$ cat src/rtl/fu_stream_issuer.sv
// Operand feeder for fixed-latency, non-stallable function pipelines: operand FIFO,
// credit-gated issue, valid-tag delay line and first-word-fall-through result FIFO.
module fu_stream_issuer #(
   parameter int unsigned DEPTH    = 16,
   parameter int unsigned ADDR_W   = 4,
   parameter int unsigned PIPE_LAT = 20,
   parameter int unsigned CNT_W    = 8
) (
   input  logic             clk,
   input  logic             reset,
   input  logic             in_valid,
   output logic             in_ready,
   input  logic [31:0]      in_data,
   input  logic             start,
   input  logic [CNT_W-1:0] job_len,
   output logic             busy,
   output logic             done,
   output logic [31:0]      fu_data,
   input  logic [31:0]      fu_result,
   output logic             out_valid,
   input  logic             out_ready,
   output logic [31:0]      out_data
);

   typedef enum logic [1:0] {S_IDLE, S_RUN, S_DRAIN, S_DONE} state_t;

   localparam logic [ADDR_W:0] FULL_CNT = (ADDR_W+1)'(DEPTH);

   state_t            state_q;
   logic [CNT_W-1:0]  remaining_q;
   logic [PIPE_LAT:0] tag_q;

   logic [31:0]       op_mem [DEPTH];
   logic [ADDR_W-1:0] op_wr_q, op_rd_q;
   logic [ADDR_W:0]   op_cnt_q, op_cnt_d;

   logic [31:0]       res_mem [DEPTH];
   logic [ADDR_W-1:0] res_wr_q, res_rd_q;
   logic [ADDR_W:0]   res_cnt_q, res_cnt_d;

   logic [ADDR_W:0]   inflight_q, inflight_d;

   logic op_push, issue, capture, res_pop, credit_ok;

   assign in_ready  = !reset && (op_cnt_q != FULL_CNT);
   assign op_push   = in_valid && in_ready;
   // Results already queued plus those still in the pipe must fit; pops this cycle are not credited.
   assign credit_ok = ({1'b0, res_cnt_q} + {1'b0, inflight_q}) < {1'b0, FULL_CNT};
   assign issue     = (state_q == S_RUN) && (op_cnt_q != '0) && credit_ok;
   // Tag reaches index PIPE_LAT on the edge where the delayed operand is on fu_result.
   assign capture   = tag_q[PIPE_LAT];
   assign out_valid = (res_cnt_q != '0);
   assign res_pop   = out_valid && out_ready;
   assign out_data  = out_valid ? res_mem[res_rd_q] : '0;

   always_comb begin
      op_cnt_d   = op_cnt_q;
      res_cnt_d  = res_cnt_q;
      inflight_d = inflight_q;
      if (op_push && !issue)      op_cnt_d = op_cnt_q + 1'b1;
      else if (!op_push && issue) op_cnt_d = op_cnt_q - 1'b1;
      if (capture && !res_pop)      res_cnt_d = res_cnt_q + 1'b1;
      else if (!capture && res_pop) res_cnt_d = res_cnt_q - 1'b1;
      if (issue && !capture)      inflight_d = inflight_q + 1'b1;
      else if (!issue && capture) inflight_d = inflight_q - 1'b1;
   end

   always_ff @(posedge clk) begin
      if (op_push) op_mem[op_wr_q]   <= in_data;
      if (capture) res_mem[res_wr_q] <= fu_result;
   end

   always_ff @(posedge clk) begin
      if (reset) begin
         state_q     <= S_IDLE;
         remaining_q <= '0;
         tag_q       <= '0;
         op_wr_q     <= '0;
         op_rd_q     <= '0;
         op_cnt_q    <= '0;
         res_wr_q    <= '0;
         res_rd_q    <= '0;
         res_cnt_q   <= '0;
         inflight_q  <= '0;
         busy        <= 1'b0;
         done        <= 1'b0;
         fu_data     <= '0;
      end else begin
         done       <= 1'b0;
         fu_data    <= issue ? op_mem[op_rd_q] : '0;
         tag_q      <= {tag_q[PIPE_LAT-1:0], issue};
         op_cnt_q   <= op_cnt_d;
         res_cnt_q  <= res_cnt_d;
         inflight_q <= inflight_d;
         if (op_push) op_wr_q  <= op_wr_q + 1'b1;
         if (issue)   op_rd_q  <= op_rd_q + 1'b1;
         if (capture) res_wr_q <= res_wr_q + 1'b1;
         if (res_pop) res_rd_q <= res_rd_q + 1'b1;

         case (state_q)
            S_IDLE: begin
               if (start) begin
                  remaining_q <= job_len;
                  busy        <= 1'b1;
                  if (job_len == '0) begin
                     state_q <= S_DONE;
                     done    <= 1'b1;
                  end else begin
                     state_q <= S_RUN;
                  end
               end
            end
            S_RUN: begin
               if (issue) begin
                  remaining_q <= remaining_q - CNT_W'(1);
                  if (remaining_q == CNT_W'(1)) state_q <= S_DRAIN;
               end
            end
            S_DRAIN: begin
               if (inflight_q == '0 && !capture) begin
                  state_q <= S_DONE;
                  done    <= 1'b1;
               end
            end
            S_DONE: begin
               busy    <= 1'b0;
               state_q <= S_IDLE;
            end
            default: state_q <= S_IDLE;
         endcase
      end
   end

endmodule

$ cat config.mk
export PLATFORM = sky130hd
export DESIGN_NAME = fu_stream_issuer
export DESIGN_NICKNAME = d
export VERILOG_FILES = /design/src/rtl/fu_stream_issuer.sv
export SDC_FILE = /design/constraint.sdc
export NUM_CORES = 1
export LEC_CHECK = 0
export ABC_AREA = 0
export BUFFER_PORTS_ARGS = -buffer_cell sky130_fd_sc_hd__clkbuf_2
export CORE_MARGIN = 4
export CORE_UTILIZATION = 45
export CTS_CLUSTER_DIAMETER = 100
export DETAILED_ROUTE_END_ITERATION = 7
export GPL_ROUTABILITY_DRIVEN = 0
export PLACE_DENSITY = 0.65
export SLEW_MARGIN = 20
export SYNTH_ARGS = -nofsm -noshare
export SYNTH_HDL_FRONTEND = slang
export SYNTH_SLANG_ARGS = --single-unit
$ cat constraint.sdc
create_clock -name clk -period 3.9 [get_ports clk]
set_input_delay 0.78 -clock clk [delete_from_list [all_inputs] [get_ports clk]]
set_output_delay 0.78 -clock clk [all_outputs]
set_load 0.005 [all_outputs]
# Word level (Yosys, flattened, before mapping)
# Memory sizes are Yosys's and may differ from the RTL's. A register that Yosys moved wholly into a read port is not among the register bits.
# Cells that the tools add are included.
# classes
add_sub_neg,12
n_lt_le_gt_ge,1
n_eq_ne,9
muxes,28
n_bitwise,1
reduce_logical,31
# op_table
operator,n
32-bit 2-to-1 mux,1
5-bit 2-to-1 mux,6
"4-bit by 1-bit adder with 4-bit output, second input constant",4
8-bit 2-to-1 mux,2
8-bit case mux with 2 select lines,1
"5-bit by 1-bit adder with 5-bit output, second input constant",3
"5-bit by 1-bit subtractor with 5-bit output, second input constant",3
1-bit logical AND,12
2-bit 2-to-1 mux,5
2-bit nonzero test,5
5-bit nonzero test,2
"8-bit by 1-bit == test with 1-bit output, second input constant",1
8-bit zero test,1
1-bit 2-to-1 mux,8
4-bit 2-to-1 mux,2
2-bit case mux with 4 select lines,1
"8-bit by 1-bit subtractor with 8-bit output, second input constant",1
5-bit by 5-bit adder with 6-bit output,1
"6-bit by 5-bit less-than comparator with 1-bit output, second input constant",1
"2-bit inequality test, second input constant",3
1-bit zero test,5
5-bit zero test,1
"5-bit inequality test, second input constant",1
"2-bit == test, second input constant",2
other kinds (9),10
# word_totals
ff_bits,64
ramBits,1024
inputBits,77
wordCells,96
n_memories,2
# memory_table
name,words,width,read_ports,rd_clocked_by_memory_dff,write_ports,line_no,text
op_mem,16,32,1,1,1,33,logic [31:0] op_mem [DEPTH];
res_mem,16,32,1,1,1,37,logic [31:0] res_mem [DEPTH];

# Longest topological paths before layout
# Gate-level depths: netlist (run 1).
# depth
depth_word,7
ltp_mapped,14
ltp_nobuf,14

# Worst setup path before layout (run 1)
# No wires, ideal clock.
# synth_path
kind,input -> register
from,input port in_valid
to,"memory op_mem[3][0], enable pin"
t_arrival_ns,3.694
required_time_ns,3.439
path_slack_ns,-0.255
stages,4
path_buffers,0
cell_sequence,inv_1 -> a211oi_2 -> nand2_1 -> nor3_1
# synth_between
elab_chain_len,3
# synth_lines
item,line_no,text
"start, declared",11,"input logic in_valid,"
1-bit logical AND,46,assign op_push = in_valid && in_ready;
named net op_push,43,"logic op_push, issue, capture, res_pop, credit_ok;"
1-bit 2-to-1 mux,69,if (op_push) op_mem[op_wr_q] <= in_data;
1-bit 2-to-1 mux (not written as such),69,
"end, declared",33,
# The timed path passes the listed nets, and every way through them passes these cells.

==> flow_results.org, run 1 <==
** Timing
- Clock skew on the completed layout was measured at 0.0469 ns.
- The worst path needs 3.76 ns of the cycle, external delays included.
- Across all setup checks in the final design, the least slack found is 0.139 ns.
- Setup repair after global routing left no endpoint under its margin.
- Slew of the pin with the lowest slew margin :: 0.835 ns
- Setup violation total in the final timing report :: 0
- Final hold analysis gives a worst-case slack of 0.395 ns.
- Slew Limit Headroom :: 44.3%
- The total count of max-transition violations in the final report is 0.
- The final count of hold timing violations came to 0.
- After routing, the total negative slack on setup checks comes to 0 ns.
- Crit share post-route :: 96.4%
- Achievable clock frequency :: 266 MHz

** Yosys
- Synthesis produced a netlist with a net count of 2105.
- Yosys printed 0 warnings.
- Dominant cell type by area after synthesis :: edfxtp_1
- Synthesis produced 1994 cells.
- FF+latch count, synth :: 1124
- Summing every instance area after synthesis gives 43100 um^2.
- Counting flops with a built-in enable in the synthesized netlist gives 1024.
- Main synth FF type :: edfxtp_1
- Counting flops with an async set or reset pin after synthesis yields a share of 0%.
- Sequential cells were found to cover 76.1% of the synthesized design area.
- Netlist cell types :: 56
- In the post-synthesis netlist, the biggest area contributors are edfxtp_1 71%, mux4_2 15%, dfxtp_1 4.6%.
- After synthesis, the mean cell area works out to 21.6 um^2.
- Area fraction of the dominant cell type after synthesis :: 71.4%

** Final layout
- With fillers left out, the area of the finished cells amounts to 49500 um^2.
- After the last flow step, the layout net total stands at 2332.
- Final-layout fill cell count :: 7379
- Summing all flip-flop and latch instances after layout gives 32800 um^2.
- Leaving out fill and tap cells, the most frequent cell in the layout is edfxtp_1.
- Top library cells by usage in the layout, fill and taps aside :: 1024 x edfxtp_1, 283 x mux4_2, 144 x clkbuf_2
- Area delta synth->final :: 15.1%
- In the final layout, the multi-input gates occupy 9880 um^2.
- Cells with a size suffix above 1 make up 31.1% of the layout.

** Clocking
- Clk sinks :: 1124
- Clock-pin slew of the registers on the worst-case setup and hold paths :: 0.06 ns
- Clk buf depth :: 3
- CTS tree :: built
- Buffers inserted by post-CTS timing repair :: 0
- Level count of the clock H-tree :: 3
- CTS Hold Buffers Added :: 0
- PostCTS Resize Cnt :: 0
- Clock Latency Late Sink :: 0.69 ns
- Root buf cell :: clkbuf_16
- TritonCTS buffer count :: 111

** Worst hold path
- The path with the worst hold slack has its endpoint at done.
- Along the worst hold path, the cell count comes to 3.
- Start point of the worst min-delay path :: start
- Path class of the lowest-slack min-delay path :: in -> reg

** Route
- After the first detailed-routing iteration, the DRC count stood at 1960.
- The detailed router used layers up to and including met5.
- After detailed routing, the met2 layer carries 47.4 mm of wire.
- Count of unresolved DRC violations after routing :: 0
- Wire length on met1 :: 36.5 mm
- In the detailed route, the total length drawn on met3 is 5.65 mm.
- After detailed routing, the average wire length per cell comes to 25.5 um.
- For this block, the routed nets add up to 91.4 mm of wire.
- The first detailed-routing pass took 5 iterations.
- The count of nets left with antenna violations once routing finished came out at 0.
- Detailed-route via count :: 20.3k
- Using the TritonRoute via totals, the vias-per-cell ratio works out to 5.67.

** Setup path
- Setup slack on the worst reg-to-reg path comes out at 0.43 ns.
- Data on the critical path arrives at its endpoint at 2.98 ns.
- STA classifies the critical path endpoint as an output port.
- The startpoint identified for the worst register-to-register timing path is state_q[1].
- By startpoint and endpoint, the worst setup path is classified as reg -> out.
- Worst Reg-to-Reg Cells :: 14
- Worst-path cell chain :: buf_16 > mux4_1 > mux4_2 > and2_1 > clkbuf_2
- For this run, the slowest stage of the critical path takes 0.61 ns.
- Cell type of the slowest stage on the worst timing path :: mux4_1
- Largest fanout on the critical path :: 44
- The worst register-to-register path ends at op_cnt_q[4].
- The worst setup path is launched from a flop.
- At the worst endpoint, the required time is 3.12 ns.

** Die
- Top-level port count :: 145
- Std-Cell Core Area :: 95000 um^2
- The die covers 101000 um^2.
- Chip Height :: 317 um
- Once the floorplan was initialized, standard cells occupied 45.3% of the core.
- The die is 317 um wide.
- The floorplan has 113 rows.

** Power
- In this run the power density over the cells is 601 nW/um^2.
- The design draws 29.8 mW.
- Maximum vdd drop :: 492 uV
- Summed over all cells, the static leakage comes to 15.6 nW.

** GRT
- Across every metal layer, demand over resource in global routing totals 18.4%.
- The number of antenna violations at the first check in global routing is 7.
- Largest net degree at the start of global routing :: 97
- Total gr overflow :: 0
- The first global-routing pass estimated 137 mm of wire.
- The number of global-route vias before repair came to 21.4k.

** Place
- Count of port buffers added during placement :: 144
- HPWL Detailed :: 50.8 mm
- Placed Instance Area :: 45800 um^2
- Pre-CTS worst setup slack :: 0.485 ns

** Run status
- Outcome :: complete, no violations

** Flow run
- Max capacitance violation total :: 0
-- flip-flops by register name (all words and copies together) (netlist names), named ones only --
name / flops
op_mem: 512
res_mem: 512
fu_data: 32
tag_q: 21
remaining_q: 8
inflight_q: 5
op_cnt_q: 5
res_cnt_q: 5
op_rd_q: 4
op_wr_q: 4
res_rd_q: 4
res_wr_q: 4
state_q: 2
busy: 1
done: 1
-- Yosys cell counts (all sizes together) (2+ instances only) --
library cell and n:
edfxtp 1024, mux4 288, dfxtp 100, a211oi 66, nor2b 55, clkbuf 53, nor2 52, buf 49
and2 48, mux2i 38, a21oi 31, ha 31, inv 22, nand2 21, o21ai 11, nor3 10
xnor2 10, xor2 10, nand3 9, o31ai 7, a21o 6, and3 5, nor4 5, o21a 5
nand4 4, a311oi 3, fa 3, nand2b 3, o311ai 3, or3 3, a211o 2, o211ai 2
or4 2
-- power by group --
| part | leakage (nW) | switching, mW | internal, mW |
|---|---|---|---|
| Combinational | 3.79 | 2.82 | 2.73 |
| Clock | 1.78 | 4.48 | 6.02 |
| Sequential | 10.0 | 0.307 | 13.4 |
| Total | 15.6 | 7.61 | 22.1 |
-- worst max-delay path by stage --
stage / to / depth (start not counted)
CTS: out_data[1] / 5
finish: out_data[1] / 5
floorplan: op_mem[7][0] / 4
global route: out_data[1] / 5
global placement: op_cnt_q[4] / 14
detailed placement: op_cnt_q[4] / 14
-- cells by family (layout without fill, tap and decap cells) --
group / Yosys count / count (layout) / synth area share [%]
flip-flops: 1124 / 1124 / 76.1
multiplexers: 327 / 327 / 16.0
AND/OR/NAND/NOR: 220 / 220 / 2.77
AO/OA/AOI/OAI: 145 / 145 / 2.35
buffers and inverters: 124 / 450 / 1.34
adder cells (fa/ha/maj): 34 / 34 / 1.04
XOR/XNOR: 20 / 20 / 0.407
other: 0 / 2 / 0
-- metal layers --
metal / up-vias / GRT usage, %
met5: - / 0
met4: 8 / 4.71
met3: 138 / 3.57
met2: 617 / 31.6
met1: 10819 / 24.4
li1: 8753 / -
-- worst max-delay path, delay by kind of cell (launching register included) --
kind	cells	cell delay, ns
mux	2	1.11
flops	1	0.51
buf+inv	2	0.46
simple gates	1	0.19
-- area by class of cell --
| type | instances | area share, % |
|---|---|---|
| Clock buffer | 140 | 6.07 |
| Multi-Input combinational cell | 746 | 19.9 |
| Tap cell | 1265 | 3.20 |
| Antenna cell | 2 | 0.0101 |
| Timing Repair Buffer | 216 | 3.11 |
| Clock inverter | 72 | 1.34 |
| Sequential cell | 1124 | 66.2 |
| Inverter | 22 | 0.167 |
-- through the flow --
stage,utilization (%),std cells
2_1_floorplan,-,1994
3_3_place_gp,48.3,3373
3_5_place_dp,48.3,3373
4_1_cts,52.1,3585
5_1_grt,52.1,3586
6_report,52.1,3587
(Power assumes the default switching activity.)
==> run 2: changes to the inputs <==
CORE_ASPECT_RATIO = 0.9   (was not set)
PLACE_DENSITY = 0.62   (was 0.65)
==> run 2 against run 1 <==
  * Worst setup slack gained 0.12 ns
  * Clock power rose by 5%
  * Register-to-register slack improved by 0.27 ns
  * Combinational power hardly changed
  * Core utilization increased by 0.29 points
  * First-iteration DRC count decreased by 20%
  * Fmax up 3.4%
  * Critical path type unchanged
  * Largest cell class unchanged
  * Largest power group unchanged
  * Highest routed layer unchanged
==> flow_results.org, run 2 (synthesized netlist as in run 1, its figures left out) <==
** Setup path
- The cell that appears most often on the critical path is mux4_2.
- STA classifies the critical path startpoint as a flop.
- The critical path is of the reg -> out type.
- The instance count on the critical path came to 5 (unchanged).
- The worst setup path is captured at an output port.
- On the critical path, the stage with the largest delay is an instance of mux4_2.
- The highest net fanout along the worst path was 40 (-9.1%).
- The kind of cell with the highest combined delay along the critical path is multiplexers.
- CP max stage delay :: 0.56 ns (-0.05 ns)
- Traced cell by cell, the critical path runs through buf_12 > mux4_2 > mux4_2 > and2_1 > clkbuf_2.
- The endpoint arrival time on the critical path was 2.86 ns (-0.12 ns).
- The number of buffers and inverters on the critical path is 2 (unchanged).
- Data required time of the critical path :: 3.12 ns (about the same)
- The depth of the worst register-to-register path was 14 (unchanged).

** Timing
- The worst path setup slack after routing came to 0.264 ns (+0.125 ns).
- Crit share post-route :: 93.2% (-3.2 points)
- The number of endpoints failing setup at the final stage came to 0 (unchanged).
- The minimum period implied by the final worst setup slack came to 3.64 ns (-0.125 ns).
- Slew of the pin with the lowest slew margin :: 0.892 ns (+0.0571 ns)
- Slew Limit Headroom :: 40.5% (-3.8 points)
- Aggregate negative setup slack :: 0 ns (unchanged)
- Achievable clock frequency :: 275 MHz (+3.4%)
- Setup repair after global routing left no endpoint under its margin.
- The final count of hold timing violations was 0 (unchanged).
- Max Slew Vio Count :: 0 (unchanged)
- Clock tree skew after final layout :: 0.0481 ns (+0.00114 ns)

** Clocking
- The number of cells upsized or downsized after cts came to 0 (unchanged).
- Clk sinks :: 1124 (unchanged)
- The worst-skew pair later-pin latency came to 0.69 ns (about the same).
- The post-cts hold buffer count came to 0 (unchanged).
- The depth of the CTS H-tree came to 3 (unchanged).
- Clk buf depth :: 3 (unchanged)
- The clock input transition at the sequential cells of the worst setup and hold paths was 0.06 ns (about the same).
- The number of buffers created by CTS came to 110 (-0.90%).
- The number of buffers added for setup after CTS came to 0 (unchanged).
- CTS tree :: built
- The cell sitting at the root of the clock tree is a clkbuf_16.

** Die
- Chip Height :: 301 um (-5.0%)
- Top-level port count :: 145 (unchanged)
- The initial standard-cell utilization of the core was 45.4% (+0.11 points).
- The area enclosed by the die boundary came to 101000 um^2 (about the same).
- The placeable core region came to 94800 um^2 (-0.24%).
- Die Width :: 334 um (+5.3%)
- Cell Rows :: 107 (-5.3%)

** Run status
- Outcome :: complete, no violations

** Route
- The number of design-rule violations left by the first detailed-router iteration is 1573 (-20%).
- Detailed-route wire length :: 93.5 mm (+2.3%)
- Via density per instance :: 5.71 (+0.69%)
- Detailed-route via count :: 20.4k (+0.24%)
- The residual antenna-violating net count after detailed routing came to 0 (unchanged).
- The detail-routed net length per standard cell came to 26.2 um (+2.8%).
- The remaining design rule violation count was 0 (unchanged).
- The detailed-routing iteration count for the pre-antenna-repair pass is 5 (unchanged).

** Power
- Power Dens Cells :: 607 nW/um^2 (+1.1%)
- The worst-case vdd ir drop was 630 uV (+28%).
- Total power of the final layout :: 30.2 mW (+1.5%)
- The cell-internal power is 22.6 mW (+2.2%).
- The combinational fraction of design power is 18.3% (-0.4 points).
- Leak pwr :: 15.7 nW (+0.52%)
- Clock Power Share :: 36.4% (+1.1 points)
- The switching power came to 7.55 mW (-0.68%).
- The part of the total power dissipated in sequential elements came to 45.3% (-0.7 points).
- The switching part of the total power was 25.0% (-0.54 points).

** Final layout
- Post-Layout Inst Area :: 49700 um^2 (+0.33%)
- Leaving out fill and tap cells, the most frequent cell in the layout is edfxtp_1.
- The number of inserted filler cells in the final layout is 7294 (-1.2%).
- The multi-input logic area was 9890 um^2 (about the same).
- The fraction of final layout cells with drive strength greater than 1 is 31.1% (about the same).
- # nets final :: 2334 (+0.086%)
- Area occupied by registers :: 32800 um^2 (unchanged)
- In the layout the commonest cells are 1024 x edfxtp_1, 282 x mux4_2, 144 x clkbuf_2.
- From synthesis to final layout, the design area changed by 15.4%.
- In the final layout, the registers with the most flip-flops are op_mem (512), res_mem (512), fu_data (32).

** Flow run
- Max capacitance violation total :: 0 (unchanged)

** GRT
- The number of antenna violations at the first check in global routing is 7 (unchanged).
- Global-route wire length before repair :: 140 mm (+2.1%)
- Vias in the first global route :: 21.4k (-0.12%)
- Total gr overflow :: 0 (unchanged)
- Overall global routing resource usage :: 18.7% (+0.34 points)
- Largest net degree at the start of global routing :: 67 (-31%)

** Place
- Pre-CTS worst setup slack :: 0.681 ns (+0.195 ns)
- Placed Instance Area :: 45900 um^2 (about the same)
- The estimated wirelength of the detail-placed design came to 51.1 mm (+0.61%).
- The number of input and output port buffers inserted is 144 (unchanged).

** Worst hold path
- The number of stages on the worst hold path came to 3 (unchanged).
- The path class of the tightest hold or removal check is in -> reg.
==> run 2: cell types whose count changed in the layout (fill, tap and decap cells not counted), moves of 3 or more <==
cell | previous run | this run
bufinv_16 | 8 | 18
clkinv_1 | 20 | 16
clkinv_4 | 5 | 2
buf_12 | 19 | 23
clkbuf_8 | 10 | 7
clkinv_2 | 22 | 19
==> run 2: power by group through the flow <==
stage / clock network, mW / registers [mW] / logic (mW)
global placement: 0 / 13.9 / 5.57
floorplan: 0 / 13.8 / 3.93
global route: 11.8 / 13.7 / 6.08
detailed placement: 0 / 13.9 / 5.66
CTS: 11.2 / 13.7 / 5.67
finish: 11.0 / 13.7 / 5.53
==> run 2: layer usage <==
layer	routed length (um)	share of wire, %	vias to the layer above	track usage, %
li1	-	-	8745	-
met1	39500	42	10921	25.7
met5	57	0.061	-	0
met4	1720	1.8	8	4.23
met2	47100	50	572	31.7
met3	5030	5.4	138	3.44
==> run 2: final timing paths <==
kind / from / endpoint / slack, ns
hold / removal: start / done / 0.39
setup reg to reg: state_q[1] / op_cnt_q[4] / 0.70
setup / recovery: flop / out_data[8] / 0.26
hold reg to reg: tag_q[18] / tag_q[19] / 0.43
==> run 2: tightest hold or removal path, stage by stage <==
cell and delay [ns]:
clkbuf_2 0.11, nand4_1 0.07, a21oi_1 0.06
==> run 2: cell type report <==
cell class              count  area share (%)
well taps                1253            3.15
multi-input cells         746            19.9
diodes                      3          0.0151
flip-flops and latches   1124            65.9
clock buffers             135            5.87
inverters                  22           0.166
repair buffers            219            3.16
clock inverters            69            1.80
==> run 2: per-stage QoR <==
step	util (%)	hold WS (ns)	cells
after global placement	48.4	0.419	3364
final	52.4	0.390	3571
after detailed placement	48.4	0.421	3364
after global routing	52.4	0.382	3568
after floorplan	-	0.414	1994
after CTS	52.4	0.339	3568
